<file path="src/rtl/sdc_cmd_framer_if.sv">
// Command/shift-register bundle for sdc_cmd_framer.
// slave: the framer itself; master: the command source and shift-register side.
interface sdc_cmd_framer_if;
  logic        cmd_valid;
  logic        cmd_ready;
  logic [5:0]  cmd_index;
  logic [31:0] cmd_arg;
  logic [47:0] frame;
  logic        sr_load;
  logic        sr_shift;
  logic        sr_msb;
  logic        cmd_out;
  logic        cmd_oe;
  logic        busy;
  logic        done;

  modport slave (
    input  cmd_valid, cmd_index, cmd_arg, sr_msb,
    output cmd_ready, frame, sr_load, sr_shift, cmd_out, cmd_oe, busy, done
  );

  modport master (
    output cmd_valid, cmd_index, cmd_arg, sr_msb,
    input  cmd_ready, frame, sr_load, sr_shift, cmd_out, cmd_oe, busy, done
  );
endinterface

</file>
<file path="src/rtl/sdc_cmd_framer.sv">
// SD command framer: accepts {index, arg}, computes CRC7 (x^7+x^3+1), builds the
// 48-bit frame, loads the external shift register and paces 47 shift pulses at
// one bit per DIV clocks while driving the CMD line enable.
// Build option SDC_CMD_FAST_CRC_EN: CRC7 computed combinationally in a single
// CRC cycle instead of 40 serial cycles; frame content is unchanged.
module sdc_cmd_framer #(
  parameter int unsigned DIV   = 4,
  parameter int unsigned DIV_W = 8
) (
  input  logic            clock,
  input  logic            reset,
  sdc_cmd_framer_if.slave cmd_if
);

  typedef enum logic [2:0] {IDLE, CRC, LOAD, SEND, DONE} state_t;

  localparam logic [DIV_W-1:0] DIV_LAST = DIV_W'(DIV - 1);

  state_t           state;
  logic [47:0]      frame_q;
  logic [6:0]       crc_q;
  logic [DIV_W-1:0] div_q;
  logic [5:0]       bit_q;
  logic             ready_q;
  logic             load_q;
  logic             shift_q;
  logic             oe_q;
  logic             busy_q;
  logic             done_q;

`ifdef SDC_CMD_FAST_CRC_EN
  // Same bit-serial recurrence as the slow path, unrolled over all 40 bits.
  function automatic logic [6:0] crc7_calc(input logic [39:0] d);
    logic [6:0] c;
    logic       fb;
    c = '0;
    for (int unsigned i = 0; i < 40; i++) begin
      fb = d[39 - i] ^ c[6];
      c  = {c[5:0], 1'b0} ^ (fb ? 7'h09 : 7'h00);
    end
    return c;
  endfunction
`else
  logic       crc_bit;
  logic [6:0] crc_next;

  // One CRC7 step over the frame bit selected by the bit counter (MSB first).
  always_comb begin
    crc_bit  = frame_q[6'd47 - bit_q];
    crc_next = {crc_q[5:0], 1'b0} ^ ((crc_bit ^ crc_q[6]) ? 7'h09 : 7'h00);
  end
`endif

  // Control FSM with registered handshake, shift-register strobes and line enable.
  always_ff @(posedge clock or negedge reset) begin
    if (!reset) begin
      state   <= IDLE;
      frame_q <= '0;
      crc_q   <= '0;
      div_q   <= '0;
      bit_q   <= '0;
      ready_q <= 1'b0;
      load_q  <= 1'b0;
      shift_q <= 1'b0;
      oe_q    <= 1'b0;
      busy_q  <= 1'b0;
      done_q  <= 1'b0;
    end else begin
      load_q  <= 1'b0;
      shift_q <= 1'b0;
      done_q  <= 1'b0;
      case (state)
        IDLE: begin
          if (cmd_if.cmd_valid && ready_q) begin
            frame_q <= {1'b0, 1'b1, cmd_if.cmd_index, cmd_if.cmd_arg, 7'h00, 1'b1};
            crc_q   <= '0;
            bit_q   <= '0;
            ready_q <= 1'b0;
            busy_q  <= 1'b1;
            state   <= CRC;
          end else begin
            ready_q <= 1'b1;
          end
        end
        CRC: begin
`ifdef SDC_CMD_FAST_CRC_EN
          crc_q        <= crc7_calc(frame_q[47:8]);
          frame_q[7:1] <= crc7_calc(frame_q[47:8]);
          load_q       <= 1'b1;
          state        <= LOAD;
`else
          crc_q <= crc_next;
          if (bit_q == 6'd39) begin
            frame_q[7:1] <= crc_next;
            bit_q        <= '0;
            load_q       <= 1'b1;
            state        <= LOAD;
          end else begin
            bit_q <= bit_q + 6'd1;
          end
`endif
        end
        LOAD: begin
          oe_q  <= 1'b1;
          div_q <= '0;
          bit_q <= '0;
          state <= SEND;
        end
        SEND: begin
          if (div_q == DIV_LAST) begin
            div_q <= '0;
            if (bit_q == 6'd47) begin
              oe_q   <= 1'b0;
              done_q <= 1'b1;
              state  <= DONE;
            end else begin
              bit_q <= bit_q + 6'd1;
            end
          end else begin
            div_q <= div_q + 1'b1;
            // Registered one cycle early so the pulse coincides with div_q == DIV_LAST.
            shift_q <= (div_q == DIV_LAST - 1'b1) && (bit_q < 6'd47);
          end
        end
        DONE: begin
          busy_q  <= 1'b0;
          ready_q <= 1'b1;
          state   <= IDLE;
        end
        default: state <= IDLE;
      endcase
    end
  end

  assign cmd_if.cmd_ready = ready_q;
  assign cmd_if.frame     = frame_q;
  assign cmd_if.sr_load   = load_q;
  assign cmd_if.sr_shift  = shift_q;
  assign cmd_if.cmd_oe    = oe_q;
  assign cmd_if.cmd_out   = oe_q ? cmd_if.sr_msb : 1'b1;
  assign cmd_if.busy      = busy_q;
  assign cmd_if.done      = done_q;

endmodule

</file>
<file path="src/flat_wrapper.sv">
// flat-port wrapper written by rule: the top's interface ports become plain ports
module sdc_cmd_framer_flat 
#(
  parameter int unsigned DIV   = 4,
  parameter int unsigned DIV_W = 8
)
  (clock, reset, cmd_if_cmd_valid, cmd_if_cmd_index, cmd_if_cmd_arg, cmd_if_sr_msb, cmd_if_cmd_ready, cmd_if_frame, cmd_if_sr_load, cmd_if_sr_shift, cmd_if_cmd_out, cmd_if_cmd_oe, cmd_if_busy, cmd_if_done);
  sdc_cmd_framer_if cmd_if_i ();
  input  logic clock;
  input  logic reset;
  input wire logic [$bits(cmd_if_i.cmd_valid)-1:0] cmd_if_cmd_valid;
  input wire logic [$bits(cmd_if_i.cmd_index)-1:0] cmd_if_cmd_index;
  input wire logic [$bits(cmd_if_i.cmd_arg)-1:0] cmd_if_cmd_arg;
  input wire logic [$bits(cmd_if_i.sr_msb)-1:0] cmd_if_sr_msb;
  output wire logic [$bits(cmd_if_i.cmd_ready)-1:0] cmd_if_cmd_ready;
  output wire logic [$bits(cmd_if_i.frame)-1:0] cmd_if_frame;
  output wire logic [$bits(cmd_if_i.sr_load)-1:0] cmd_if_sr_load;
  output wire logic [$bits(cmd_if_i.sr_shift)-1:0] cmd_if_sr_shift;
  output wire logic [$bits(cmd_if_i.cmd_out)-1:0] cmd_if_cmd_out;
  output wire logic [$bits(cmd_if_i.cmd_oe)-1:0] cmd_if_cmd_oe;
  output wire logic [$bits(cmd_if_i.busy)-1:0] cmd_if_busy;
  output wire logic [$bits(cmd_if_i.done)-1:0] cmd_if_done;
  assign cmd_if_i.cmd_valid = cmd_if_cmd_valid;
  assign cmd_if_i.cmd_index = cmd_if_cmd_index;
  assign cmd_if_i.cmd_arg = cmd_if_cmd_arg;
  assign cmd_if_i.sr_msb = cmd_if_sr_msb;
  assign cmd_if_cmd_ready = cmd_if_i.cmd_ready;
  assign cmd_if_frame = cmd_if_i.frame;
  assign cmd_if_sr_load = cmd_if_i.sr_load;
  assign cmd_if_sr_shift = cmd_if_i.sr_shift;
  assign cmd_if_cmd_out = cmd_if_i.cmd_out;
  assign cmd_if_cmd_oe = cmd_if_i.cmd_oe;
  assign cmd_if_busy = cmd_if_i.busy;
  assign cmd_if_done = cmd_if_i.done;
  sdc_cmd_framer #(.DIV(DIV), .DIV_W(DIV_W)) u_core (.clock(clock), .reset(reset), .cmd_if(cmd_if_i));
endmodule
</file>
<file path="config.mk">
export PLATFORM = sky130hd
export DESIGN_NAME = sdc_cmd_framer_flat
export DESIGN_NICKNAME = d
export VERILOG_FILES = /design/src/rtl/sdc_cmd_framer_if.sv /design/src/rtl/sdc_cmd_framer.sv /design/src/flat_wrapper.sv
export SDC_FILE = /design/constraint.sdc
export NUM_CORES = 1
export LEC_CHECK = 0
export CORE_ASPECT_RATIO = 2
export CORE_MARGIN = 2
export CORE_UTILIZATION = 45
export DETAILED_ROUTE_END_ITERATION = 8
export GPL_TIMING_DRIVEN = 0
export PLACE_DENSITY = 0.76
export SYNTH_ARGS = -nofsm -noshare
export SYNTH_HDL_FRONTEND = slang
export SYNTH_SLANG_ARGS = --single-unit
</file>
<file path="constraint.sdc">
create_clock -name clock -period 4 [get_ports clock]
set_input_delay 0.6 -clock clock [delete_from_list [all_inputs] [get_ports clock]]
set_output_delay 0.6 -clock clock [all_outputs]
set_load 0.005 [all_outputs]
</file>
==> results.json <==
{
  "status": "complete, no violations",
  "clock_skew_ns": 0.00426,
  "n_fill_cell": 633,
  "syn_area_sq_um": 3710,
  "cts_resized": 0,
  "worst_pin_slew_ns": 0.901,
  "async_flop_share_pct": 100,
  "ir_drop_uv": 355,
  "synth_edf_count": 0,
  "post-cts-setup-buffers": 0,
  "drt_pre_antenna_iters": 4,
  "top_usage_layer": "met2",
  "criticalPathCategory": "in -> reg",
  "antenna_found_initial": 0,
  "required_ns": 4.22,
  "grt_max_degree": 64,
  "grt_pass1_vias": 3097,
  "layout_common_cells": "94 x clkdlybuf4s50_1, 76 x dfrtp_1, 43 x mux2_2",
  "clk_pin_slew_worst_paths_ns": 0.06,
  "dieArea_sq_um": 9020,
  "synth_top_cell_area_share_pct": 51.3,
  "synth_cell_types": 46,
  "rsz0062_at_grt": "no",
  "cp-start-kind": "primary input",
  "end_kind": "flip-flop",
  "syn_inst": 328,
  "pin_count": 97,
  "hold_class": "in -> async",
  "clk_latency_ns": 0.34,
  "min_period_ns": 2.58,
  "cts_sinks": 76,
  "hpwl_mm": 6.77,
  "setup_viol": 0,
  "h-tree-depth": 3,
  "grt_usage_pct": 22.6,
  "clock_tree.root_cell": "clkbuf_16",
  "fin_util_pct": 64.1,
  "ant_nets": 0,
  "final_max_slew_viol_count": 0,
  "via_per_inst": 5.42,
  "fmax_mhz": 387,
  "multi_input_area_sq_um": 1680,
  "grt_use_met1_pct": 25.1,
  "period_share_pct": 64.5,
  "drv_cap": 0,
  "grt_use_met2_pct": 38.9,
  "core_area_sq_um": 7940,
  "fp-row-count": 46,
  "ys_seq_area_share_pct": 51.3,
  "io_buffers": 95,
  "final_cell_area_sq_um": 5090,
  "place.gp.congestion": 0.865,
  "max_slew_margin_pct": 39.4,
  "use_met3_pct": 6.40,
  "seqCellArea_sq_um": 1900,
  "drtIter0Drc": 160,
  "hold_viol_final": 0,
  "yosysWarnings": 0,
  "layout-drive-gt1-share_pct": 19.1,
  "layout_commonest_cell": "clkdlybuf4s50_1",
  "fp.dieW_um": 68.2,
  "placed_area_sq_um": 4800,
  "ys_ff_latch": 76,
  "synth_area_per_cell_sq_um": 11.3,
  "synthFlopType": "dfrtp_1",
  "crit_arrival_ns": 2.80,
  "antenna_cells": 0,
  "synth_top_area_cell": "dfrtp_1",
  "cts_buffers": 9,
  "cts_buffer_depth": 2,
  "layout.nets": 482,
  "start_util_pct": 46.7,
  "vias": 2906,
  "synthTopCellsByArea": "dfrtp_1 51%, mux2_2 13%, nand2_1 4.0%",
  "die_y_um": 132,
  "ctsHoldBuffers": 0,
  "route.detailed.drc": 0,
  "p_leak_nw": 2.29,
  "routed_wl_mm": 8.94,
  "p_per_area_nw_per_um2": 313,
  "synth_nets": 375,
  "worstPathMaxFanout": 10,
  "wl_per_cell_um": 16.7,
  "grt_first_pass_wirelength_mm": 15.1,
  "cts_tree": "yes",
  "area_delta_synth_final_pct": 37.4,
  "grt_overflow_total": 0
}
[critical path, cell delays in order]
cell             delay (ns)
clkdlybuf4s50_1        0.48
nand2_1                0.09
nor4_2                 0.68
clkbuf_1               0.54
mux2_2                 0.41
[kinds of logic after synthesis]
family	count (synthesis)	share of synthesized area, %
adders and majority gates	5	1.69
muxes	59	19.8
DFF	76	51.3
other	1	0.101
and+or+nand+nor	103	13.5
xor gates and xnor gates	3	0.709
buffers and inverters	27	3.48
AOI/OAI and AO/OA	54	9.35
[synthesized netlist by cell type (all sizes together) (2+ instances only)]
master  count
dfrtp      76
nor2       18
or2         6
a31oi       3
and3        3
a21oi       6
mux2i       9
nor3        3
nand3       7
o31ai       5
nand2b      7
mux4        7
xor2        2
nor4        3
ha          5
mux2       43
nand2      40
nand4b      3
or3         2
buf         8
inv         8
nand4       2
nor2b       3
o211ai      2
and2        4
a22oi       2
o21ai      27
clkbuf     11
[final cells by class]
type	count	area share (%)
flip-flops and latches	76	37.3
multi-input cells	225	33.0
repair buffers	96	19.2
clock buffers	15	5.45
well taps	96	2.36
plain buffers	19	1.94
inverters	8	0.590
clock inverters	1	0.0983
[where the power goes]
group	leakage [nW]	switching (mW)	total [mW]	internal (mW)
registers	0.976	0	0.769	0.769
logic	1.17	0.0217	0.0610	0.0393
clock network	0.140	0.292	0.762	0.470
[path summary, 6_finish.rpt]
path                                  start                 endpoint  slack (ns)  depth (start not counted)
max in group asynchronous             reset  u_core.cmd_if.frame[37]        3.32                          2
setup / recovery           cmd_if_cmd_valid  u_core.cmd_if.frame[35]        1.42                          5
hold reg to reg             u_core.crc_q[3]          u_core.crc_q[4]        0.48                          2
setup reg to reg            u_core.bit_q[1]          u_core.crc_q[0]        1.43                          6
hold / removal                        reset          u_core.div_q[5]        0.11                          1
min in group clock          u_core.crc_q[3]          u_core.crc_q[4]        0.48                          2
[sequential cells by signal (all words and copies together) (netlist names), 3 cells and up]
name,flops
u_core.state,3
u_core.div_q,8
u_core.crc_q,7
u_core.bit_q,6
u_core.cmd_if.frame,46
[through the flow]
step | std cells | setup TNS (ns) | hold WS (ns) | worst slack [ns] | total power [mW]
final | 536 | 0 | 0.114 | 1.42 | 1.59
after global routing | 536 | 0 | 0.115 | 1.24 | 1.65
after CTS | 536 | 0 | 0.108 | 0.976 | 1.61
after detailed placement | 520 | 0 | 0.469 | 0.627 | 0.845
after global placement | 519 | -22.09 | 0.460 | -0.295 | 0.841
after floorplan | 328 | 0 | 0.304 | 1.82 | 0.785
[layer usage]
metal,up-vias,wire [um]
li1,1374,-
met1,1429,3260
met2,89,5000
met3,14,459
met4,0,220
met5,-,0
Power figures use the tool's default switching activity.
